===== src/rtl/fb_write_arbiter.sv =====
// rtl/fb_write_arbiter.sv - framebuffer write-port arbiter with optional auto-clear (FB_AUTO_CLEAR_EN)
module fb_write_arbiter #(
   parameter int                 ADDR_W      = 12,
   parameter int                 DATA_W      = 8,
   parameter logic [DATA_W-1:0]  CLEAR_VALUE = '0
) (
   input  logic              clk,
   input  logic              reset_n,
   input  logic              display_on,
   input  logic              frame_start,
   input  logic              req0,
   input  logic              req1,
   input  logic [ADDR_W-1:0] addr0,
   input  logic [ADDR_W-1:0] addr1,
   input  logic [DATA_W-1:0] data0,
   input  logic [DATA_W-1:0] data1,
   output logic              gnt0,
   output logic              gnt1,
   output logic              we,
   output logic [ADDR_W-1:0] addr,
   output logic [DATA_W-1:0] ram_d,
   output logic              clear_busy
);

`ifdef FB_AUTO_CLEAR_EN
   typedef enum logic [1:0] {ST_IDLE, ST_WRITE, ST_CLEAR} state_t;
`else
   typedef enum logic {ST_IDLE, ST_WRITE} state_t;
`endif

   state_t              state_q, state_d;
   logic                ptr_q, ptr_d;       // 0: requester 0 wins a tie
   logic                gnt0_q, gnt0_d;
   logic                gnt1_q, gnt1_d;
   logic [ADDR_W-1:0]   addr_q, addr_d;
   logic [DATA_W-1:0]   ram_d_q, ram_d_d;
   logic                elig0, elig1;

`ifdef FB_AUTO_CLEAR_EN
   logic                clr_act_q, clr_act_d;   // clear armed, writes still owed
   logic [ADDR_W-1:0]   clr_cnt_q, clr_cnt_d;
   logic                busy_q, busy_d;
   logic                clr_pend;
`else
   logic                unused_frame_start;
   assign unused_frame_start = frame_start;
`endif

   // A requester granted this cycle sits out the next decision so a late req drop cannot double-write.
   assign elig0 = req0 & ~gnt0_q;
   assign elig1 = req1 & ~gnt1_q;

   // Next-state decision: display hold-off, then clear, then round-robin between requesters.
   always_comb begin
      state_d = ST_IDLE;
      ptr_d   = ptr_q;
      gnt0_d  = 1'b0;
      gnt1_d  = 1'b0;
      addr_d  = addr_q;
      ram_d_d = ram_d_q;
`ifdef FB_AUTO_CLEAR_EN
      clr_cnt_d = clr_cnt_q;
      clr_pend  = clr_act_q | (frame_start & ~busy_q);
      clr_act_d = clr_pend;
`endif
      if (display_on) begin
         state_d = ST_IDLE;
      end
`ifdef FB_AUTO_CLEAR_EN
      else if (clr_pend) begin
         state_d   = ST_CLEAR;
         addr_d    = clr_cnt_q;
         ram_d_d   = CLEAR_VALUE;
         clr_cnt_d = clr_cnt_q + ADDR_W'(1);
         clr_act_d = (clr_cnt_q != {ADDR_W{1'b1}});
      end
`endif
      else if (elig0 && (!elig1 || !ptr_q)) begin
         state_d = ST_WRITE;
         gnt0_d  = 1'b1;
         addr_d  = addr0;
         ram_d_d = data0;
         ptr_d   = 1'b1;
      end else if (elig1) begin
         state_d = ST_WRITE;
         gnt1_d  = 1'b1;
         addr_d  = addr1;
         ram_d_d = data1;
         ptr_d   = 1'b0;
      end
`ifdef FB_AUTO_CLEAR_EN
      // Busy covers the final clear write and drops the cycle after it.
      busy_d = clr_act_d | (state_d == ST_CLEAR);
`endif
   end

   // State and registered RAM-port outputs.
   always_ff @(posedge clk or negedge reset_n) begin
      if (!reset_n) begin
         state_q <= ST_IDLE;
         ptr_q   <= 1'b0;
         gnt0_q  <= 1'b0;
         gnt1_q  <= 1'b0;
         addr_q  <= '0;
         ram_d_q <= '0;
      end else begin
         state_q <= state_d;
         ptr_q   <= ptr_d;
         gnt0_q  <= gnt0_d;
         gnt1_q  <= gnt1_d;
         addr_q  <= addr_d;
         ram_d_q <= ram_d_d;
      end
   end

`ifdef FB_AUTO_CLEAR_EN
   // Clear engine: reset abandons any clear in progress.
   always_ff @(posedge clk or negedge reset_n) begin
      if (!reset_n) begin
         clr_act_q <= 1'b0;
         clr_cnt_q <= '0;
         busy_q    <= 1'b0;
      end else begin
         clr_act_q <= clr_act_d;
         clr_cnt_q <= clr_cnt_d;
         busy_q    <= busy_d;
      end
   end
   assign clear_busy = busy_q;
`else
   assign clear_busy = 1'b0;
`endif

   assign we    = (state_q != ST_IDLE);
   assign gnt0  = gnt0_q;
   assign gnt1  = gnt1_q;
   assign addr  = addr_q;
   assign ram_d = ram_d_q;

endmodule

===== config.mk =====
export PLATFORM = sky130hd
export DESIGN_NAME = fb_write_arbiter
export DESIGN_NICKNAME = d
export VERILOG_FILES = /design/src/rtl/fb_write_arbiter.sv
export SDC_FILE = /design/constraint.sdc
export NUM_CORES = 1
export LEC_CHECK = 0
export ABC_CLOCK_PERIOD_IN_PS = 1200
export CORE_AREA = 3 3 70 72
export DETAILED_ROUTE_END_ITERATION = 10
export DIE_AREA = 0 0 73 75
export PLACE_DENSITY_LB_ADDON = 0.08
export SLEW_MARGIN = 20
export SYNTH_ARGS = -nofsm -noshare
export SYNTH_HDL_FRONTEND = slang
export SYNTH_SLANG_ARGS = --single-unit

===== constraint.sdc =====
create_clock -name clk -period 1.2 [get_ports clk]
set_clock_uncertainty 0.15 [all_clocks]
set_input_delay 0.18 -clock clk [delete_from_list [all_inputs] [get_ports clk]]
set_output_delay 0.18 -clock clk [all_outputs]
set_load 0.02 [all_outputs]

### Yosys cells after proc, flatten, opt, wreduce, memory -nomap -nowiden

Cells that the tools add are included.

| storage, ports and cells | value |
|---|---|
| input port bits | 46 |
| register bits after elaboration | 24 |
| output and inout port bits | 24 |
| word-level logic and storage cells | 30 |

| operators by class | value |
|---|---|
| bitwise logic cells | 5 |
| reduce and logical (&&, ||, !) cells | 6 |
| multiplexer cells | 13 |

Operator list:

| cell | number |
|---|---|
| $mux W12 | 2 |
| $mux W8 | 2 |
| $mux W1 | 9 |
| $not A1 Y1 | 3 |
| $and A1 B1 Y1 | 2 |
| $logic_not A1 Y1 | 2 |
| $reduce_and A2 Y1 | 1 |
| $reduce_bool A2 Y1 | 1 |
| $logic_and A1 B1 Y1 | 1 |
| $logic_or A1 B1 Y1 | 1 |

### Longest topological paths before layout

Gate-level depths: netlist (run 1).

| logic depth | value |
|---|---|
| depth in word-level cells | 7 |
| depth in mapped cells | 5 |

### Least setup slack after synthesis (run 1)

No wires, ideal clock.

| path | value |
|---|---|
| path kind | register to register |
| start | reg gnt1_q, in the netlist gnt1 |
| end | reg addr_q[0], in the netlist addr[0] |
| arrival time | 1.195 ns |
| slack | -0.272 ns |
| library setup time | 0.127 ns |
| required time | 0.923 ns |
| cell stages (with the launch flop) | 5 |
| clock period less this slack | 1.472 ns |
| cells stage by stage | dfrtp_1 nand2b_4 buf_2 a221oi_2 a2bb2oi_2 |

| on the way | value |
|---|---|
| word-level cells in the longest chain between the ends | 7 |
| elaborated cells on any way between the ends | 8 |

RTL lines:

| element | line | source |
|---|---|---|
| start, declared | 34 | `logic gnt1_q, gnt1_d;` |
| start signal, assigned | 110 | `gnt1_q <= gnt1_d;` |
| $not A1 Y1 (*) | 51 | `assign elig1 = req1 & ~gnt1_q;` |
| $and A1 B1 Y1 (*) | 51 |  |
| $logic_not A1 Y1 | 78 | `else if (elig0 && (!elig1 \|\| !ptr_q)) begin` |
| $logic_or A1 B1 Y1 | 78 |  |
| $logic_and A1 B1 Y1 | 78 |  |
| $reduce_bool A2 Y1 (no source line) | n/a |  |
| $reduce_and A2 Y1 (no source line) | n/a |  |
| end signal, assigned | 111 | `addr_q <= addr_d;` |
| end, declared | 35 | `logic [ADDR_W-1:0] addr_q, addr_d;` |

Mark *: on every way between the ends. The rest lies on a longest branch, timed or not.
A chain may end at the register's enable or synchronous reset.

### Final worst setup path (run 1)

| path | value |
|---|---|
| start | reg gnt0_q, in the netlist gnt0 |
| end | reg ram_d_q[1], in the netlist ram_d[1] |

| on the way | value |
|---|---|
| word-level cells in the longest chain between the ends | 5 |
| elaborated cells on any way between the ends | 6 |

RTL lines:

| element | line | source |
|---|---|---|
| start, declared | 33 | `logic gnt0_q, gnt0_d;` |
| start signal, assigned | 109 | `gnt0_q <= gnt0_d;` |
| $not A1 Y1 (*) | 50 | `assign elig0 = req0 & ~gnt0_q;` |
| $and A1 B1 Y1 (*) | 50 |  |
| $logic_and A1 B1 Y1 (*) | 78 |  |
| $reduce_bool A2 Y1 (no source line) | n/a |  |
| $reduce_and A2 Y1 (no source line) | n/a |  |
| end signal, assigned | 112 | `ram_d_q <= ram_d_d;` |
| end, declared | 36 | `logic [DATA_W-1:0] ram_d_q, ram_d_d;` |

Marked as above.

==> summary.txt, run 1 <==
Place
  – Placed inst area: 0.00266 mm²
  – Gpl congestion: 0.685
  – Buffers added on ports: 67
  – Placed wire-length estimate: 3670 µm

CTS
  – CTS tree: done
  – Clock-pin slew on the worst setup and hold paths: 90 ps
  – CTS buffer count: 3
  – Worst-Skew Late Latency: 270 ps
  – Clk buf depth: 2
  – Clock root buffer: clkbuf_8
  – Clock Sinks: 24
  – CTS Hold Bufs: 0
  – H-tree Lvls: 1

Finish
  – Area delta synth->final: 62.9%
  – Nets@finish: 272
  – Fillcell total: 354
  – Seq. cell area: 603 µm²
  – Share of cells above drive strength 1: 49.8%
  – Design Area, Final: 0.00274 mm²
  – Diode count: 0
  – Area of the multi-input gates: 0.00105 mm²

Synth
  – Mapped Cells: 135
  – Syn. warnings: 0
  – Synth area leader: dfrtp_1
  – Yosys cell types: 20
  – Simple-Gate Fraction of Synth Area: 13.8%
  – Synth cell count leaders: dfrtp_1, and3b_1, a221oi_2
  – Xor and xnor area share after synthesis: 0%
  – Share of the synthesized area in the top cell type: 35.7%
  – Net Count, Synth: 181
  – Synth Area per Inst: 12.5 µm²
  – Largest family of logic cells by synthesized area: compound AO/OA/AOI/OAI gates
  – Post-Syn Area: 0.00168 mm²
  – Compound-Gate Fraction of Synth Area: 42.0%
  – Mux contribution to synthesized area: 0%
  – Yosys reg bits: 24
  – Area contributors post-synth: dfrtp_1, a221oi_2, a2bb2oi_2
  – Post-synthesis sequential area ratio: 35.7%
  – Post-synth EDFFs: 0
  – Most frequent cell after synthesis: dfrtp_1
  – Top_reg_cell synth: dfrtp_1
  – Share of synthesized registers carrying an async set or reset: 100%
  – Adder-cell share of the synthesized area: 0%

STA
  – Count of pins over their slew limit: 0
  – Final hold violation count: 0
  – Period utilization: 121%
  – RSZ-0062 raised after global routing: yes
  – Slack of the critical path: -257 ps
  – Max frequency: 686 MHz
  – Fin Setup TNS: -5470 ps
  – Tmin final: 1460 ps
  – Final setup fails: 26

Run
  – MaxCap Viol Count: 0

Global route
  – Pin count of the biggest net entering global routing: 25
  – First-pass GRT wire length: 8130 µm
  – Antenna violations before repair: 0
  – GRT Total Usage: 19.1%
  – Grt ovf: 0
  – Vias in the first global route: 1600

Floorplan
  – Die Height: 75 µm
  – Die W: 73 µm
  – Core area: 0.00435 mm²
  – Die area: 0.00548 mm²
  – Rows: 24
  – I/O pin count: 70
  – Initial core utilization: 38.6%

Routing
  – Drt pass-1 iters: 4
  – Antenna Nets Post-Route: 0
  – DR iter-0 viols: 42
  – Total Routed Length: 4990 µm
  – Vias/cell: 5.35
  – Residual DRC: 0
  – WL per Instance: 18.0 µm
  – Via count: 1481

Hold path
  – HP Class: primary input to asynchronous set/reset pin

Worst setup path
  – Data required, critical path: 1230 ps
  – CP endpoint kind: register
  – Setup Crit Path Kind: register to register
  – CP startpoint kind: register
  – Critical path data arrival time: 1490 ps
  – Worst Path Max Fanout: 9

Status
  – Failing checks: setup timing
  – Status: complete, but fails checks

Pwr
  – Worst VDD drop: 0.000569 V
  – Leakage power: 1.14 nW
  – Pwr/cell area: 1090 mW/mm²
per-layer routing:
layer | global-route usage (%) | part of all wire [%]
met5 | 0 | 0
met4 | 5.12 | 1.0
met3 | 3.07 | 4.5
met2 | 33.2 | 52
met1 | 24.5 | 43
where the power goes:
part           switching (W)  internal, W
registers          0.0000707     0.000944
logic               0.000677     0.000796
clock network       0.000262     0.000237
area by class of cell:
class                   count  area share (%)
flip-flops and latches     24            22.0
clock buffers               4            1.64
inverters                   1           0.137
multi-input cells          90            38.2
repair buffers            106            35.6
well taps                  52            2.37
worst paths after layout:
path | startpoint | endpoint | slack, ps | cells after the start
setup / recovery | gnt0 | ram_d[1] | -260 | 4
hold / removal | reset_n | we | 100 | 2
setup reg to reg | gnt0 | ram_d[1] | -260 | 4
hold reg to reg | ptr_q | ptr_q | 400 | 2
max in group asynchronous | reset_n | gnt0 | 640 | 2
min in group clk | data1[1] | ram_d[1] | 340 | 3
per-stage QoR:
stage	power (W)	utilization, %	hold slack (ps)	instances	setup slack [ps]
global placement	0.00251	61.0	380	270	-532
finish	0.00299	62.9	99.2	277	-257
CTS	0.00298	61.6	99.2	274	-269
detailed placement	0.00255	61.0	384	270	-562
global route	0.00315	62.9	102	277	-333
floorplan	0.00179	-	-266	135	-243
cell families after synthesis:
kind of cell / Yosys count
buffers and inverters: 21
AO/OA/AOI/OAI: 62
flip-flops: 24
other: 1
AND/OR/NAND/NOR: 27
flip-flops by register name, indices dropped and copies added (netlist names):
name   count
addr      12
ram_d      8
gnt0       1
gnt1       1
ptr_q      1
we         1
cell usage in the layout, fill, tap and decap left out:
| cell type | netlist | routed |
|---|---|---|
| a2bb2oi_1 | 2 | 2 |
| and3b_2 | 0 | 1 |
| o21ai_0 | 18 | 17 |
| a221oi_4 | 0 | 6 |
| dlygate4sd2_1 | 0 | 1 |
| dfrtp_2 | 0 | 2 |
| a221oi_2 | 19 | 14 |
| buf_12 | 0 | 8 |
| clkbuf_2 | 0 | 1 |
| nor2_4 | 0 | 1 |
| buf_2 | 12 | 21 |
| nand2b_4 | 2 | 2 |
| clkbuf_8 | 0 | 3 |
| clkdlybuf4s50_1 | 0 | 43 |
| a2bb2oi_2 | 18 | 18 |
| o21ai_1 | 2 | 3 |
| buf_8 | 0 | 1 |
| dfrtp_1 | 24 | 22 |
| nor3_4 | 0 | 2 |
| inv_1 | 1 | 1 |
| o21bai_1 | 1 | 1 |
| clkbuf_1 | 1 | 1 |
| nand3b_1 | 1 | 1 |
| buf_4 | 2 | 26 |
| buf_6 | 5 | 5 |
| a21oi_4 | 1 | 1 |
| and3b_1 | 21 | 20 |
| conb_1 | 1 | 1 |
worst max-delay path: stages (launching register included):
cell and delay, ps:
dfrtp_2 430, nand2b_4 200, a21oi_4 250, buf_12 170, a2bb2oi_1 170
timing repair:
action | in CTS | in global routing
resized for setup | 99 | 16
setup buffers | 0 | 3
pin swaps | 1 | 0
cloned | 0 | 0
endpoints found under the setup margin | 47 | 26
hold endpoints to repair | 0 | 0
Note: power is estimated with default switching activity, not from simulation.
==> run 2: changes to the inputs <==
Settings changed: ABC_CLOCK_PERIOD_IN_PS 1200 to 1300, TNS_END_PERCENT set to 50.
Clock period 1.2 ns to 1.3 ns, I/O delays scaled along.
==> run 2 against run 1 <==
  * The flow still finishes with violations (setup timing)
  * Sequential share of layout area down 1.6 points
  * Final area up 7.6%
  * Worst setup slack better by 66 ps
  * Wire length up 9.2%
  * Combinational power up 3%
  * First-iteration DRC count up 31%
  * Clock power down 5.2%
  * Sequential power down 7%
==> summary.txt, run 2 (synthesis gave the netlist of run 1 again) <==
STA
  – Min Hold Slack: 115 ps (+15.8 ps)
  – Count of pins over their slew limit: 0 (unchanged)
  – Period utilization: 115% (-6.7 points)
  – Fin Setup TNS: -3750 ps (+1720 ps)
  – Final setup fails: 24 (-7.7%)
  – Max frequency: 671 MHz (-2.3%)
  – Tmin final: 1490 ps (+33.8 ps)
  – RSZ-0062 raised after global routing: yes
  – Slack of the critical path: -191 ps (+66.2 ps)
  – Final hold violation count: 0 (unchanged)

Routing
  – Vias/cell: 5.58 (+4.3%)
  – DR iter-0 viols: 55 (+31%)
  – Antenna Nets Post-Route: 0 (unchanged)
  – WL per Instance: 19.6 µm (+8.8%)
  – Via count: 1551 (+4.7%)
  – Drt pass-1 iters: 4 (unchanged)
  – Residual DRC: 0 (unchanged)
  – Total Routed Length: 5440 µm (+9.2%)

Hold path
  – HP Class: primary input to asynchronous set/reset pin

Run
  – MaxCap Viol Count: 0 (unchanged)

Floorplan
  – Die W: 73 µm (unchanged)
  – I/O pin count: 70 (unchanged)
  – Die Height: 75 µm (unchanged)
  – Core area: 0.00435 mm² (unchanged)
  – Die area: 0.00548 mm² (unchanged)
  – Rows: 24 (unchanged)
  – Initial core utilization: 38.6% (unchanged)

Place
  – Gpl congestion: 0.744 (+8.7%)
  – Placed inst area: 0.00266 mm² (unchanged)
  – Buffers added on ports: 67 (unchanged)
  – Placed wire-length estimate: 3480 µm (-5.1%)

Finish
  – Design Area, Final: 0.00295 mm² (+7.6%)
  – Diode count: 0 (unchanged)
  – Max FFs per register: 12 (unchanged)
  – Most common cell after layout, fill and taps aside: clkdlybuf4s50_1
  – Most frequent cells in the layout: clkdlybuf4s50_1, buf_4, dfrtp_1, and3b_1, a2bb2oi_2
  – Share of cells above drive strength 1: 50.0% (+0.22 points)
  – Area delta synth->final: 75.4%
  – Nets@finish: 274 (+0.74%)

Pwr
  – Leakage power: 1.20 nW (+5.6%)
  – Pwr/cell area: 994 mW/mm² (-8.8%)
  – Worst VDD drop: 0.000471 V (-17%)
  – Sequential share of power: 32.1% (-1.9 points)
  – Switching Share: 34.8% (+0.99 points)
  – Clock share of power: 16.1% (-0.6 points)
  – Combinational share of power: 51.7% (+2.4 points)
  – Power Internal: 0.00191 W (-3.3%)
  – Switching power: 0.00102 W (+1.1%)

Worst setup path
  – CP endpoint kind: register
  – CP startpoint kind: register
  – Flop2flop setup slack: -190 ps (+70 ps)
  – Worst Path Max Fanout: 11 (+2)
  – Setup Crit Path Kind: register to register
  – Data required, critical path: 1360 ps (+130 ps)
  – Setup crit start: gnt1
  – Critical path data arrival time: 1550 ps (+60 ps)
  – Worst R2R End: addr[7]
  – Crit Reg-Reg Startpoint: gnt1
  – Worst reg2reg path depth: 5 (+1)
  – Worst Setup EP: addr[7]

Global route
  – GRT Total Usage: 19.4% (+0.33 points)
  – Pin count of the biggest net entering global routing: 25 (unchanged)
  – Vias in the first global route: 1575 (-1.6%)
  – Antenna violations before repair: 0 (unchanged)
  – First-pass GRT wire length: 8050 µm (-0.94%)
  – Grt ovf: 0 (unchanged)

CTS
  – CTS Hold Bufs: 0 (unchanged)
  – H-tree Lvls: 1 (unchanged)
  – Clock-pin slew on the worst setup and hold paths: 90 ps (about the same)
  – Worst-Skew Late Latency: 280 ps (about the same)
  – CTS buffer count: 3 (unchanged)
  – Clk buf depth: 2 (unchanged)
  – Clock Sinks: 24 (unchanged)
  – CTS tree: done
  – Clock root buffer: clkbuf_8

Status
  – Status: complete, but fails checks
  – Failing checks: setup timing
==> run 2: cell count changes in the layout (fill, tap and decap cells not counted), moves of 3 or more <==
| cell | before | now |
|---|---|---|
| o21ai_1 | 3 | 8 |
| buf_2 | 21 | 4 |
| clkbuf_2 | 1 | 9 |
| buf_4 | 26 | 29 |
| o21ai_0 | 17 | 12 |
| clkdlybuf4s15_2 | 0 | 9 |
| a221oi_4 | 6 | 17 |
| buf_6 | 5 | 2 |
| a221oi_2 | 14 | 3 |
==> run 2: final cells by class <==
class | count | area [µm²]
clock buffer | 3 | 41.3
fill | 316 | 1410
inverter | 1 | 3.75
multi-input combinational | 90 | 1150
sequential | 24 | 603
tap | 52 | 65.1
timing repair buffer | 108 | 1080
==> run 2: stage by stage <==
step                std cells  util, %  setup slack [ps]  power, W
finish                    278     67.7              -191   0.00293
global route              278     67.7              -241   0.00305
CTS                       275     66.4              -186   0.00289
detailed placement        270     61.0              -464   0.00235
global placement          270     61.0              -408   0.00232
floorplan                 135        -              -143   0.00165
==> run 2: power by group through the flow <==
stage | Combinational [W] | Clock (W) | Sequential [W]
after global placement | 0.00138 | 0 | 0.000948
after detailed placement | 0.00140 | 0 | 0.000954
after floorplan | 0.000528 | 0 | 0.00112
final | 0.00152 | 0.000473 | 0.000943
after global routing | 0.00160 | 0.000502 | 0.000956
after CTS | 0.00147 | 0.000480 | 0.000940
==> run 2: layer usage <==
layer / global-route usage [%] / part of all wire (%) / up-vias
met5: 0 / 0 / -
met4: 6.15 / 1.0 / 0
met1: 24.3 / 43 / 786
met2: 33.9 / 52 / 37
met3: 3.34 / 3.7 / 5
li1: - / - / 723
==> run 2: worst min path at each step <==
| stage | from | endpoint | slack (ps) | depth (start not counted) |
|---|---|---|---|---|
| 2_1_floorplan | reset_n | addr[0] | -250 | 0 |
| 3_3_place_gp | ptr_q | ptr_q | 380 | 2 |
| 3_5_place_dp | ram_d[0] | ram_d[0] | 380 | 1 |
| 4_1_cts | reset_n | ram_d[7] | 120 | 2 |
| 5_1_grt | reset_n | ram_d[7] | 120 | 2 |
| 6_report | reset_n | ram_d[2] | 120 | 2 |
==> run 2: critical path: stages, from the launching register on <==
cell and delay, ps:
dfrtp_2 420, buf_4 130, and3b_2 290, clkbuf_16 190
o21ai_0 100, a2bb2oi_2 150
==> run 2: timing repair <==
item                                    4_1_cts  5_1_grt
pin swaps                                     3        3
resized for setup                            78       25
gates cloned                                  1        2
endpoints found under the setup margin       45       35
setup buffers                                 1        1
